<file path="src/rtl/vram_port_arbiter_if.sv">
// Bus bundle shared by the VRAM port arbiter, the scanout fetcher, the CPU slave and the BRAM port.
interface vram_port_arbiter_if #(
    parameter int unsigned ADDR_W = 11,
    parameter int unsigned DATA_W = 32
);
    localparam int unsigned BE_W = DATA_W / 8;

    logic              disp_req;
    logic [ADDR_W-1:0] disp_addr;
    logic              disp_rvalid;
    logic [DATA_W-1:0] disp_rdata;

    logic              cpu_req;
    logic              cpu_we;
    logic [BE_W-1:0]   cpu_be;
    logic [ADDR_W-1:0] cpu_addr;
    logic [DATA_W-1:0] cpu_wdata;
    logic              cpu_ack;
    logic [DATA_W-1:0] cpu_rdata;

    logic              bram_en;
    logic [BE_W-1:0]   bram_we;
    logic [ADDR_W-1:0] bram_addr;
    logic [DATA_W-1:0] bram_din;
    logic [DATA_W-1:0] bram_dout;

    modport slave (
        input  disp_req, disp_addr,
        input  cpu_req, cpu_we, cpu_be, cpu_addr, cpu_wdata,
        input  bram_dout,
        output disp_rvalid, disp_rdata,
        output cpu_ack, cpu_rdata,
        output bram_en, bram_we, bram_addr, bram_din
    );

    modport master (
        output disp_req, disp_addr,
        output cpu_req, cpu_we, cpu_be, cpu_addr, cpu_wdata,
        output bram_dout,
        input  disp_rvalid, disp_rdata,
        input  cpu_ack, cpu_rdata,
        input  bram_en, bram_we, bram_addr, bram_din
    );
endinterface

</file>
<file path="src/rtl/vram_port_arbiter.sv">
// Single BRAM port shared between a never-stalling scanout reader and a req/ack CPU slave.
// Optional `VRAM_ARB_STATS_EN adds conflict and worst-case CPU wait counters.
module vram_port_arbiter #(
    parameter int unsigned ADDR_W = 11,
    parameter int unsigned DATA_W = 32
) (
    input  logic               Clk,
    input  logic               reset_al,
    vram_port_arbiter_if.slave bus
`ifdef VRAM_ARB_STATS_EN
    ,
    output logic [15:0]        stat_conflicts,
    output logic [15:0]        stat_max_wait
`endif
);
    localparam int unsigned BE_W = DATA_W / 8;

    typedef enum logic [1:0] {IDLE, ISSUE, RD_WAIT, ACK} cpu_state_t;
    typedef enum logic [1:0] {OWN_NONE, OWN_DISP, OWN_CPU} owner_t;

    cpu_state_t        state;
    owner_t            tag_issue;
    owner_t            tag_data;
    logic              cpu_write;
    logic              disp_win;
    logic              cpu_win;

    logic              en_q;
    logic [BE_W-1:0]   we_q;
    logic [ADDR_W-1:0] addr_q;
    logic [DATA_W-1:0] din_q;
    logic              disp_rvalid_q;
    logic [DATA_W-1:0] disp_rdata_q;
    logic              cpu_ack_q;
    logic [DATA_W-1:0] cpu_rdata_q;

    always_comb begin
        disp_win = bus.disp_req;
        cpu_win  = bus.cpu_req && !bus.disp_req && (state == IDLE);
    end

    always_ff @(posedge Clk) begin
        if (!reset_al) begin
            state         <= IDLE;
            tag_issue     <= OWN_NONE;
            tag_data      <= OWN_NONE;
            cpu_write     <= 1'b0;
            en_q          <= 1'b0;
            we_q          <= '0;
            addr_q        <= '0;
            din_q         <= '0;
            disp_rvalid_q <= 1'b0;
            disp_rdata_q  <= '0;
            cpu_ack_q     <= 1'b0;
            cpu_rdata_q   <= '0;
        end else begin
            // Slot issue: winner of this cycle drives the BRAM next cycle.
            en_q <= disp_win || cpu_win;
            if (disp_win) begin
                we_q   <= '0;
                addr_q <= bus.disp_addr;
            end else if (cpu_win) begin
                we_q   <= bus.cpu_we ? bus.cpu_be : '0;
                addr_q <= bus.cpu_addr;
                din_q  <= bus.cpu_wdata;
            end else begin
                we_q <= '0;
            end

            // Owner tag follows the slot through the BRAM read latency.
            if (disp_win)
                tag_issue <= OWN_DISP;
            else if (cpu_win)
                tag_issue <= OWN_CPU;
            else
                tag_issue <= OWN_NONE;
            tag_data <= tag_issue;

            disp_rvalid_q <= (tag_data == OWN_DISP);
            if (tag_data == OWN_DISP)
                disp_rdata_q <= bus.bram_dout;

            cpu_ack_q <= 1'b0;
            case (state)
                IDLE: begin
                    if (cpu_win) begin
                        state     <= ISSUE;
                        cpu_write <= bus.cpu_we;
                    end
                end
                ISSUE: begin
                    if (cpu_write) begin
                        state     <= ACK;
                        cpu_ack_q <= 1'b1;
                    end else begin
                        state <= RD_WAIT;
                    end
                end
                RD_WAIT: begin
                    state     <= ACK;
                    cpu_ack_q <= 1'b1;
                    if (tag_data == OWN_CPU)
                        cpu_rdata_q <= bus.bram_dout;
                end
                ACK: begin
                    state <= IDLE;
                end
                default: begin
                    state <= IDLE;
                end
            endcase
        end
    end

    assign bus.bram_en     = en_q;
    assign bus.bram_we     = we_q;
    assign bus.bram_addr   = addr_q;
    assign bus.bram_din    = din_q;
    assign bus.disp_rvalid = disp_rvalid_q;
    assign bus.disp_rdata  = disp_rdata_q;
    assign bus.cpu_ack     = cpu_ack_q;
    assign bus.cpu_rdata   = cpu_rdata_q;

`ifdef VRAM_ARB_STATS_EN
    logic [15:0] wait_cnt;

    always_ff @(posedge Clk) begin
        if (!reset_al) begin
            stat_conflicts <= '0;
            stat_max_wait  <= '0;
            wait_cnt       <= '0;
        end else begin
            if (bus.cpu_req && bus.disp_req && (state == IDLE) && (stat_conflicts != '1))
                stat_conflicts <= stat_conflicts + 16'd1;
            // wait_cnt counts blocked IDLE cycles of the pending request; folded in at the win.
            if (bus.cpu_req && (state == IDLE)) begin
                if (cpu_win) begin
                    wait_cnt <= '0;
                    if (wait_cnt > stat_max_wait)
                        stat_max_wait <= wait_cnt;
                end else if (wait_cnt != '1) begin
                    wait_cnt <= wait_cnt + 16'd1;
                end
            end
        end
    end
`endif
endmodule

</file>
<file path="src/flat_wrapper.sv">
// flat-port wrapper written by rule: the top's interface ports become plain ports
module vram_port_arbiter_flat 
#(
    parameter int unsigned ADDR_W = 11,
    parameter int unsigned DATA_W = 32
)
  (Clk, reset_al, bus_disp_req, bus_disp_addr, bus_cpu_req, bus_cpu_we, bus_cpu_be, bus_cpu_addr, bus_cpu_wdata, bus_bram_dout, bus_disp_rvalid, bus_disp_rdata, bus_cpu_ack, bus_cpu_rdata, bus_bram_en, bus_bram_we, bus_bram_addr, bus_bram_din);
  vram_port_arbiter_if #(.ADDR_W(ADDR_W), .DATA_W(DATA_W)) bus_i ();
  input  logic Clk;
  input  logic reset_al;
  input wire logic [$bits(bus_i.disp_req)-1:0] bus_disp_req;
  input wire logic [$bits(bus_i.disp_addr)-1:0] bus_disp_addr;
  input wire logic [$bits(bus_i.cpu_req)-1:0] bus_cpu_req;
  input wire logic [$bits(bus_i.cpu_we)-1:0] bus_cpu_we;
  input wire logic [$bits(bus_i.cpu_be)-1:0] bus_cpu_be;
  input wire logic [$bits(bus_i.cpu_addr)-1:0] bus_cpu_addr;
  input wire logic [$bits(bus_i.cpu_wdata)-1:0] bus_cpu_wdata;
  input wire logic [$bits(bus_i.bram_dout)-1:0] bus_bram_dout;
  output wire logic [$bits(bus_i.disp_rvalid)-1:0] bus_disp_rvalid;
  output wire logic [$bits(bus_i.disp_rdata)-1:0] bus_disp_rdata;
  output wire logic [$bits(bus_i.cpu_ack)-1:0] bus_cpu_ack;
  output wire logic [$bits(bus_i.cpu_rdata)-1:0] bus_cpu_rdata;
  output wire logic [$bits(bus_i.bram_en)-1:0] bus_bram_en;
  output wire logic [$bits(bus_i.bram_we)-1:0] bus_bram_we;
  output wire logic [$bits(bus_i.bram_addr)-1:0] bus_bram_addr;
  output wire logic [$bits(bus_i.bram_din)-1:0] bus_bram_din;
  assign bus_i.disp_req = bus_disp_req;
  assign bus_i.disp_addr = bus_disp_addr;
  assign bus_i.cpu_req = bus_cpu_req;
  assign bus_i.cpu_we = bus_cpu_we;
  assign bus_i.cpu_be = bus_cpu_be;
  assign bus_i.cpu_addr = bus_cpu_addr;
  assign bus_i.cpu_wdata = bus_cpu_wdata;
  assign bus_i.bram_dout = bus_bram_dout;
  assign bus_disp_rvalid = bus_i.disp_rvalid;
  assign bus_disp_rdata = bus_i.disp_rdata;
  assign bus_cpu_ack = bus_i.cpu_ack;
  assign bus_cpu_rdata = bus_i.cpu_rdata;
  assign bus_bram_en = bus_i.bram_en;
  assign bus_bram_we = bus_i.bram_we;
  assign bus_bram_addr = bus_i.bram_addr;
  assign bus_bram_din = bus_i.bram_din;
  vram_port_arbiter #(.ADDR_W(ADDR_W), .DATA_W(DATA_W)) u_core (.Clk(Clk), .reset_al(reset_al), .bus(bus_i));
endmodule
</file>
<file path="config.mk">
export PLATFORM = sky130hd
export DESIGN_NAME = vram_port_arbiter_flat
export DESIGN_NICKNAME = d
export VERILOG_FILES = /design/src/rtl/vram_port_arbiter_if.sv /design/src/rtl/vram_port_arbiter.sv /design/src/flat_wrapper.sv
export SDC_FILE = /design/constraint.sdc
export NUM_CORES = 1
export LEC_CHECK = 0
export CAP_MARGIN = 20
export CORE_MARGIN = 4
export CORE_UTILIZATION = 33
export CTS_BUF_LIST = sky130_fd_sc_hd__clkbuf_16
export DETAILED_ROUTE_END_ITERATION = 8
export PLACE_DENSITY = 0.67
export SLEW_MARGIN = 15
export SYNTH_ARGS = -nofsm -noshare
export SYNTH_HDL_FRONTEND = slang
export SYNTH_SLANG_ARGS = --single-unit
</file>
<file path="constraint.sdc">
create_clock -name Clk -period 1.8 [get_ports Clk]
set_input_delay 0.27 -clock Clk [delete_from_list [all_inputs] [get_ports Clk]]
set_output_delay 0.27 -clock Clk [all_outputs]
set_load 0.02 [all_outputs]
</file>
* Yosys cells after proc, flatten, opt, wreduce, memory -nomap -nowiden
Index checks and enable logic that the tools add are counted.
** Word-level totals
- Flip-flop bits (word level) :: 121
- Logic and storage cells :: 43
** Operators by class
- Equality and inequality tests :: 6
- Muxes and demuxes :: 9
- Bitwise gates (word level) :: 4
- Reductions and logical operators :: 11
** Operator list (number)
- $mux W11 :: 2
- $pmux W2 S4 :: 1
- $eq A2 B2 Y1 const B :: 3
- $reduce_and A2 Y1 :: 3
- $eq A2 B1 Y1 const B :: 2
- $mux W2 :: 2
- $not A1 Y1 :: 4
- $reduce_or A4 Y1 :: 1
- $mux W1 :: 3
- $logic_and A1 B1 Y1 :: 2
- $logic_not A2 Y1 :: 1
- $ne A2 B1 Y1 const B :: 1
- $pmux W1 S2 :: 1
- $reduce_bool A2 Y1 :: 1
- $reduce_or A2 Y1 :: 1
- $logic_not A1 Y1 :: 1
- $logic_or A1 B1 Y1 :: 1

* Longest topological paths before layout
Gate-level depths: netlist (run 1).
- Depth after elaboration :: 5
- Depth in mapped cells :: 7
- Gate-level depth less buffers :: 5

* Worst setup path before layout (run 1)
No wires, ideal clock.
- Path type :: register to register
- From :: register u_core.state[0]
- To :: register u_core.en_q, in the netlist u_core.bus.bram_en
- Setup time :: 120 ps
- Arrival time :: 1319 ps
- Slack :: 361 ps
- Cell stages (with the launch flop) :: 7
- Path buffers :: 1
- Clock period less this slack :: 1439 ps
- Path through :: dfxtp_1 inv_1 ha_1 and3b_4 buf_6 and2_4 or2_1
** On the way
- Longest elaborated chain between the ends :: 3
** Ends and longest elaborated chain
- start, declared :: RTL line vram_port_arbiter.sv:21 : cpu_state_t state;
- start signal, assigned :: RTL line vram_port_arbiter.sv:44 : state <= IDLE;
- start signal, assigned :: RTL line vram_port_arbiter.sv:87 : state <= ISSUE;
- start signal, assigned :: RTL line vram_port_arbiter.sv:93 : state <= ACK;
- $logic_not A2 Y1 :: RTL line vram_port_arbiter.sv:39 : cpu_win = bus.cpu_req && !bus.disp_req && (state == IDLE);
- $logic_and A1 B1 Y1 :: RTL line vram_port_arbiter.sv:39
- $logic_or A1 B1 Y1 :: RTL line vram_port_arbiter.sv:58 : en_q <= disp_win || cpu_win;
- end signal, assigned :: RTL line vram_port_arbiter.sv:58
- end, declared :: RTL line vram_port_arbiter.sv:28 : logic en_q;
Every way passes these cells.
A chain may end at the register's enable or synchronous reset.

* Worst setup path in the final report (run 1)
- From :: register u_core.din_q[23], in the netlist u_core.bus.bram_din[23]
- To :: output port bus_bram_din[23]
** RTL lines
- start, declared :: RTL line vram_port_arbiter.sv:31 : logic [DATA_W-1:0] din_q;
- start signal, assigned :: RTL line vram_port_arbiter.sv:65 : din_q <= bus.cpu_wdata;
- end, declared :: RTL line flat_wrapper.sv:26 : output wire logic [$bits(bus_i.bram_din)-1:0] bus_bram_din;
No word-level cell between the ends.

==> results of run 1 <==
## tightest hold or removal path: stages
cell and delay [ns]:
buf_4 0.19, o21ai_0 0.09, a21oi_1 0.04
## placed cells by master, fill, tap and decap left out, drive strengths merged
| master | n |
|---|---|
| clkdlybuf4s50 | 207 |
| clkbuf | 17 |
| or2 | 1 |
| clkinv | 9 |
| nand2b | 2 |
| and2 | 7 |
| inv | 4 |
| nor2 | 3 |
| a311oi | 1 |
| clkinvlp | 4 |
| nand3 | 64 |
| nand2 | 131 |
| a211o | 1 |
| a41o | 1 |
| o21ai | 75 |
| a21oi | 46 |
| nand3b | 1 |
| mux2i | 11 |
| o21bai | 1 |
| nor2b | 1 |
| and3 | 1 |
| ha | 4 |
| dfxtp | 121 |
| bufinv | 2 |
| and3b | 1 |
| buf | 11 |
## routing by layer
metal  wire, um  vias to the layer above  global-route usage [%]
met3       1324                       21                   8.005
met2       6060                      153                   27.56
met4        268                        0                   6.851
li1           -                     2131                       -
met5          0                        -                       0
met1       5211                     1887                   18.34
## cell type report
type / instances / area (um2) / share of cell area, %
Sequential cell: 121 / 2422 / 33.96
Timing Repair Buffer: 218 / 2192 / 30.73
Multi-Input combinational cell: 352 / 1729 / 24.24
Clock buffer: 17 / 425.4 / 5.964
Tap cell: 172 / 215.2 / 3.017
Clock inverter: 15 / 133.9 / 1.877
Inverter: 4 / 15.01 / 0.2105
## sequential cells by signal (all words and copies together) (netlist names)
| register | cells |
|---|---|
| u_core.bus.disp_rdata | 32 |
| u_core.bus.disp_rvalid | 1 |
| u_core.bus.bram_din | 32 |
| u_core.bus.bram_we | 4 |
| u_core.tag_data | 2 |
| u_core.cpu_write | 1 |
| u_core.bus.cpu_ack | 1 |
| u_core.tag_issue | 2 |
| u_core.state | 2 |
| u_core.bus.bram_addr | 11 |
| u_core.bus.cpu_rdata | 32 |
| u_core.bus.bram_en | 1 |
## through the flow
stage	worst slack [ns]	std cells
after floorplan	0.3613	520
after global placement	0.2497	867
after detailed placement	0.2183	867
after CTS	0.1155	899
after global routing	0.08295	899
final	0.1515	899
## kinds of logic (layout without fill, tap and decap cells)
family | after synthesis | after routing | share of synthesized area (%)
simple gates | 212 | 212 | 21.13
buf+inv | 47 | 254 | 5.338
flops | 121 | 121 | 55.27
compound gates | 125 | 125 | 14.62
fa+ha+maj | 4 | 4 | 1.142
mux | 11 | 11 | 2.512
## where the power goes
group	switching [W]	leakage (nW)	total (W)	internal, W
combinational	0.000754	1.36	0.00148	0.000722
sequential	0.0000977	0.984	0.00297	0.00288
clock	0.00118	0.265	0.00319	0.00200
total	0.00204	2.61	0.00764	0.00560
## worst paths after layout
kind | end | slack, ns | cells past startpoint
max | bus_bram_din[23] | 0.15 | 1
min | u_core.bus.bram_addr[2] | 0.23 | 3
min reg2reg | u_core.tag_data[0] | 0.44 | 1
max reg2reg | u_core.bus.bram_din[11] | 0.26 | 6
==> flow_summary.ini, run 1 <==
[global_route]
grt_max_degree = 81
grt_pass1_wl_mm = 19.66
grt_pass1_vias = 3998
overflow = 0
track_usage_pct = 16.66
antenna_found_initial = 0

[cts]
cts_setup_buffers = 0
holdBufCountCts = 0
tritoncts = done
clk_pin_slew_ns = 0.05
cts_made_buffers = 17
cts_resized = 0
cts.htree.levels = 4
cts_root_buf = clkbuf_16
clk_latency_ns = 0.41
cts.path.max_buffers = 2
cts_sinks = 121

[power_and_ir_drop]
power_density_mw_per_mm2 = 1071
peakVddDrop_uv = 507.1
p_total_w = 0.007639
power_leakage_nw = 2.612

[logic_synthesis]
synth_nets = 619
yosysUniqueCellTypes = 28
synth_seq_cells = 121
yosysWarningCount = 0
synth_top_area_share_pct = 55.27
synth_area_per_cell_um2 = 8.429
syn_inst = 520
yosysMostFrequentCell = nand2_1
yosysSeqAreaShare_pct = 55.27
yosys-top-cells-count = nand2_1, dfxtp_1, o21ai_0
async_flop_share_pct = 0
yosysTopAreaCell = dfxtp_1
synthesis.area_mm2 = 0.004383
synth_edf_count = 0
synth.area.top_cells = dfxtp_1, nand2_1, o21ai_0
synthFlopType = dfxtp_1

[critical_path]
required_ns = 1.53
crit_type = reg2out
r2r-start = u_core.state[0]
startpoint = u_core.bus.bram_din[23]
crit_path_cell_trace = clkdlybuf4s50_1
crit_path_max_incr_delay_ns = 0.63
critPathSlowestCell = clkdlybuf4s50_1
arrival_ns = 1.38
end_kind = output port
cp-start-kind = register
critical_path_buf_inv_count = 1
crit_family = buffers and inverters
critPathMaxFanout = 2

[sta]
slew_headroom_pct = 74.55
rsz0062_at_grt = false
finClkSkew_ns = 0.003418
period_minus_slack_ns = 1.649
hold_viol = 0
setup_violations = 0
tightest_slew_ns = 0.3818
finalCritPeriodShare_pct = 91.58
hold_ws_ns = 0.2338
fmax_mhz = 606.6
timing.setup.tns_ns = 0
final-max-slew-violation-count = 0

[place]
numPortBuffers = 208
globalplace.congestion = 0.7808
placed_cell_area_mm2 = 0.006574
hpwl_mm = 9.019

[layout]
fin_area_mm2 = 0.007133
fillers = 1151
diodes = 0
drive_above_1_share_pct = 5.915
area_growth_pct = 62.75
final_core_util_pct = 55.62
nNetsFinal = 813

[floorplanning]
ios = 209
die_x_um = 123.2
core_area_mm2 = 0.01282
std_cell_rows = 41
die_h_um = 123.2
start_util_pct = 34.18
dieArea_mm2 = 0.01519

[drt]
via_per_inst = 4.663
firstDrtPassIters = 5
drt_wl_total_mm = 12.87
ant_nets = 0
wl_per_cell_um = 14.31
vias = 4192
drtIter0Drc = 176
drc = 0

[min_path]
min_path_type = in2reg
hold_start = reset_al

[flow_run]
drv_cap = 0

[outcome]
outcome = finished, final reports clean
No activity file was read; power rests on OpenSTA's default activity.
==> run 2: changes to the inputs <==
PLACE_DENSITY = 0.7   (was 0.67)
clock period = 1.3 ns   (was 1.8 ns; I/O delays follow)
==> flow_summary.ini, run 2 (synthesized netlist as in run 1, its figures left out) <==
[outcome]
outcome = finished, violations left
violations = setup timing

[sta]
timing.setup.tns_ns = -0.002137
setup_violations = 2
tightest_slew_ns = 0.2886
layout_setup_ws_ns = -0.001153
slew_headroom_pct = 80.84
fmax_mhz = 768.5
rsz0062_at_grt = true
finClkSkew_ns = 0.007003
period_minus_slack_ns = 1.301
hold_viol = 0
hold_ws_ns = 0.1847
final-max-slew-violation-count = 0
finalCritPeriodShare_pct = 100.1

[floorplanning]
core_area_mm2 = 0.01282
start_util_pct = 34.18
dieArea_mm2 = 0.01519
die_h_um = 123.2
die_x_um = 123.2
ios = 209
std_cell_rows = 41

[cts]
clk_latency_ns = 0.40
clk_pin_slew_ns = 0.06
cts_root_buf = clkbuf_16
cts.path.max_buffers = 2
cts_sinks = 121
holdBufCountCts = 0
cts_made_buffers = 17
cts.htree.levels = 4
tritoncts = done

[critical_path]
cp_num_cells = 5
end_kind = register
critPathSlowestCell = dfxtp_4
rr_endpoint = u_core.bus.bram_we[3]
arrival_ns = 1.64
critPathMaxFanout = 6
required_ns = 1.64
crit_family = simple AND/OR/NAND/NOR gates
reg2reg_depth = 5
startpoint = u_core.state[1]
r2r-start = u_core.state[1]
crit_path_cell_trace = inv_4 -> ha_4 -> and3b_4 -> and3_4 -> and2_1
regToRegSetupSlack_ns = -0.001
critical_path_buf_inv_count = 1
cp-start-kind = register
crit_type = reg2reg
crit_path_max_incr_delay_ns = 0.36
cp-endpoint = u_core.bus.bram_we[3]

[layout]
ff_latch_area_mm2 = 0.002427
layout_common_cells = nand2_1, dfxtp_1, clkdlybuf4s50_1
final_common_cell = nand2_1
area_growth_pct = 65.91
multi_input_area_mm2 = 0.001779
instances_no_fill = 918
fillers = 1162
nNetsFinal = 832
final_core_util_pct = 56.70
diodes = 0
drive_above_1_share_pct = 16.89

[global_route]
antenna_found_initial = 0
grt_pass1_wl_mm = 20.64
grt_pass1_vias = 4236
track_usage_pct = 17.40
grt_max_degree = 57
overflow = 0

[min_path]
min_path_type = in2reg

[place]
dp_cells = 874
numPortBuffers = 208
pre_cts_ws_ns = -0.1874
globalplace.congestion = 0.7342
hpwl_mm = 9.740

[drt]
drtIter0Drc = 213
via_per_inst = 4.737
wl_per_cell_um = 15.06
ant_nets = 0
drt_wl_total_mm = 13.83
firstDrtPassIters = 4
vias = 4349
drc = 0

[flow_run]
drv_cap = 0

[power_and_ir_drop]
power_frac_comb_pct = 22.1
swShare_pct = 27.69
clockPowerShare_pct = 40.6
internal_power_w = 0.008070
p_seq_share_pct = 37.3
power_density_mw_per_mm2 = 1535
switching_power_w = 0.003090
peakVddDrop_uv = 1194
power_leakage_nw = 2.936
## run 2: through the flow
step / cell area, um2 / total power, W
6_report: 7272 / 0.01116
3_3_place_gp: 6716 / 0.006333
4_1_cts: 7217 / 0.01088
3_5_place_dp: 6716 / 0.006423
2_1_floorplan: 4398 / 0.005380
5_1_grt: 7272 / 0.01169
## run 2: worst reg2reg max path, cell delays in order, from the launching register on
cell     delay, ns
dfxtp_4       0.36
inv_4         0.07
ha_4          0.16
and3b_4       0.31
and3_4        0.23
and2_1        0.12
## run 2: worst min-delay path by stage
stage,startpoint,end,cells after the start
floorplan,bus_cpu_be[0],u_core.bus.bram_we[0],1
global placement,u_core.tag_issue[0],u_core.tag_data[0],1
detailed placement,u_core.tag_issue[0],u_core.tag_data[0],1
CTS,reset_al,u_core.cpu_write,3
global route,reset_al,u_core.cpu_write,3
finish,reset_al,u_core.cpu_write,3
## run 2: power by group through the flow
stage          clock network, W  registers, W  logic [W]
2_1_floorplan                 0       0.00447   0.000913
3_3_place_gp                  0       0.00420    0.00213
3_5_place_dp                  0       0.00421    0.00221
4_1_cts                 0.00464       0.00414    0.00210
5_1_grt                 0.00484       0.00419    0.00265
6_report                0.00453       0.00416    0.00247
## run 2: timing repair
| action | 4_1_cts | 5_1_grt |
|---|---|---|
| pin swaps | 2 | 2 |
| resized for setup | 152 | 165 |
| cloned | 0 | 7 |
| setup endpoints to repair | 150 | 171 |
| setup buffers | 1 | 4 |
## run 2: routing by layer
| metal | track usage (%) | share of wire (%) | vias up |
|---|---|---|---|
| met5 | 0 | 0 | - |
| met3 | 8.143 | 9.2 | 17 |
| li1 | - | - | 2179 |
| met1 | 18.47 | 39 | 2013 |
| met2 | 30.45 | 50 | 140 |
| met4 | 5.744 | 1.7 | 0 |
## run 2: layout make-up
cell class                 instances  share of cell area [%]
multi-input combinational        353                   24.47
clock buffer                      17                   5.850
inverter                           4                  0.2753
timing repair buffer             236                   30.97
clock inverter                    15                   2.099
sequential                       121                   33.38
tap                              172                   2.959
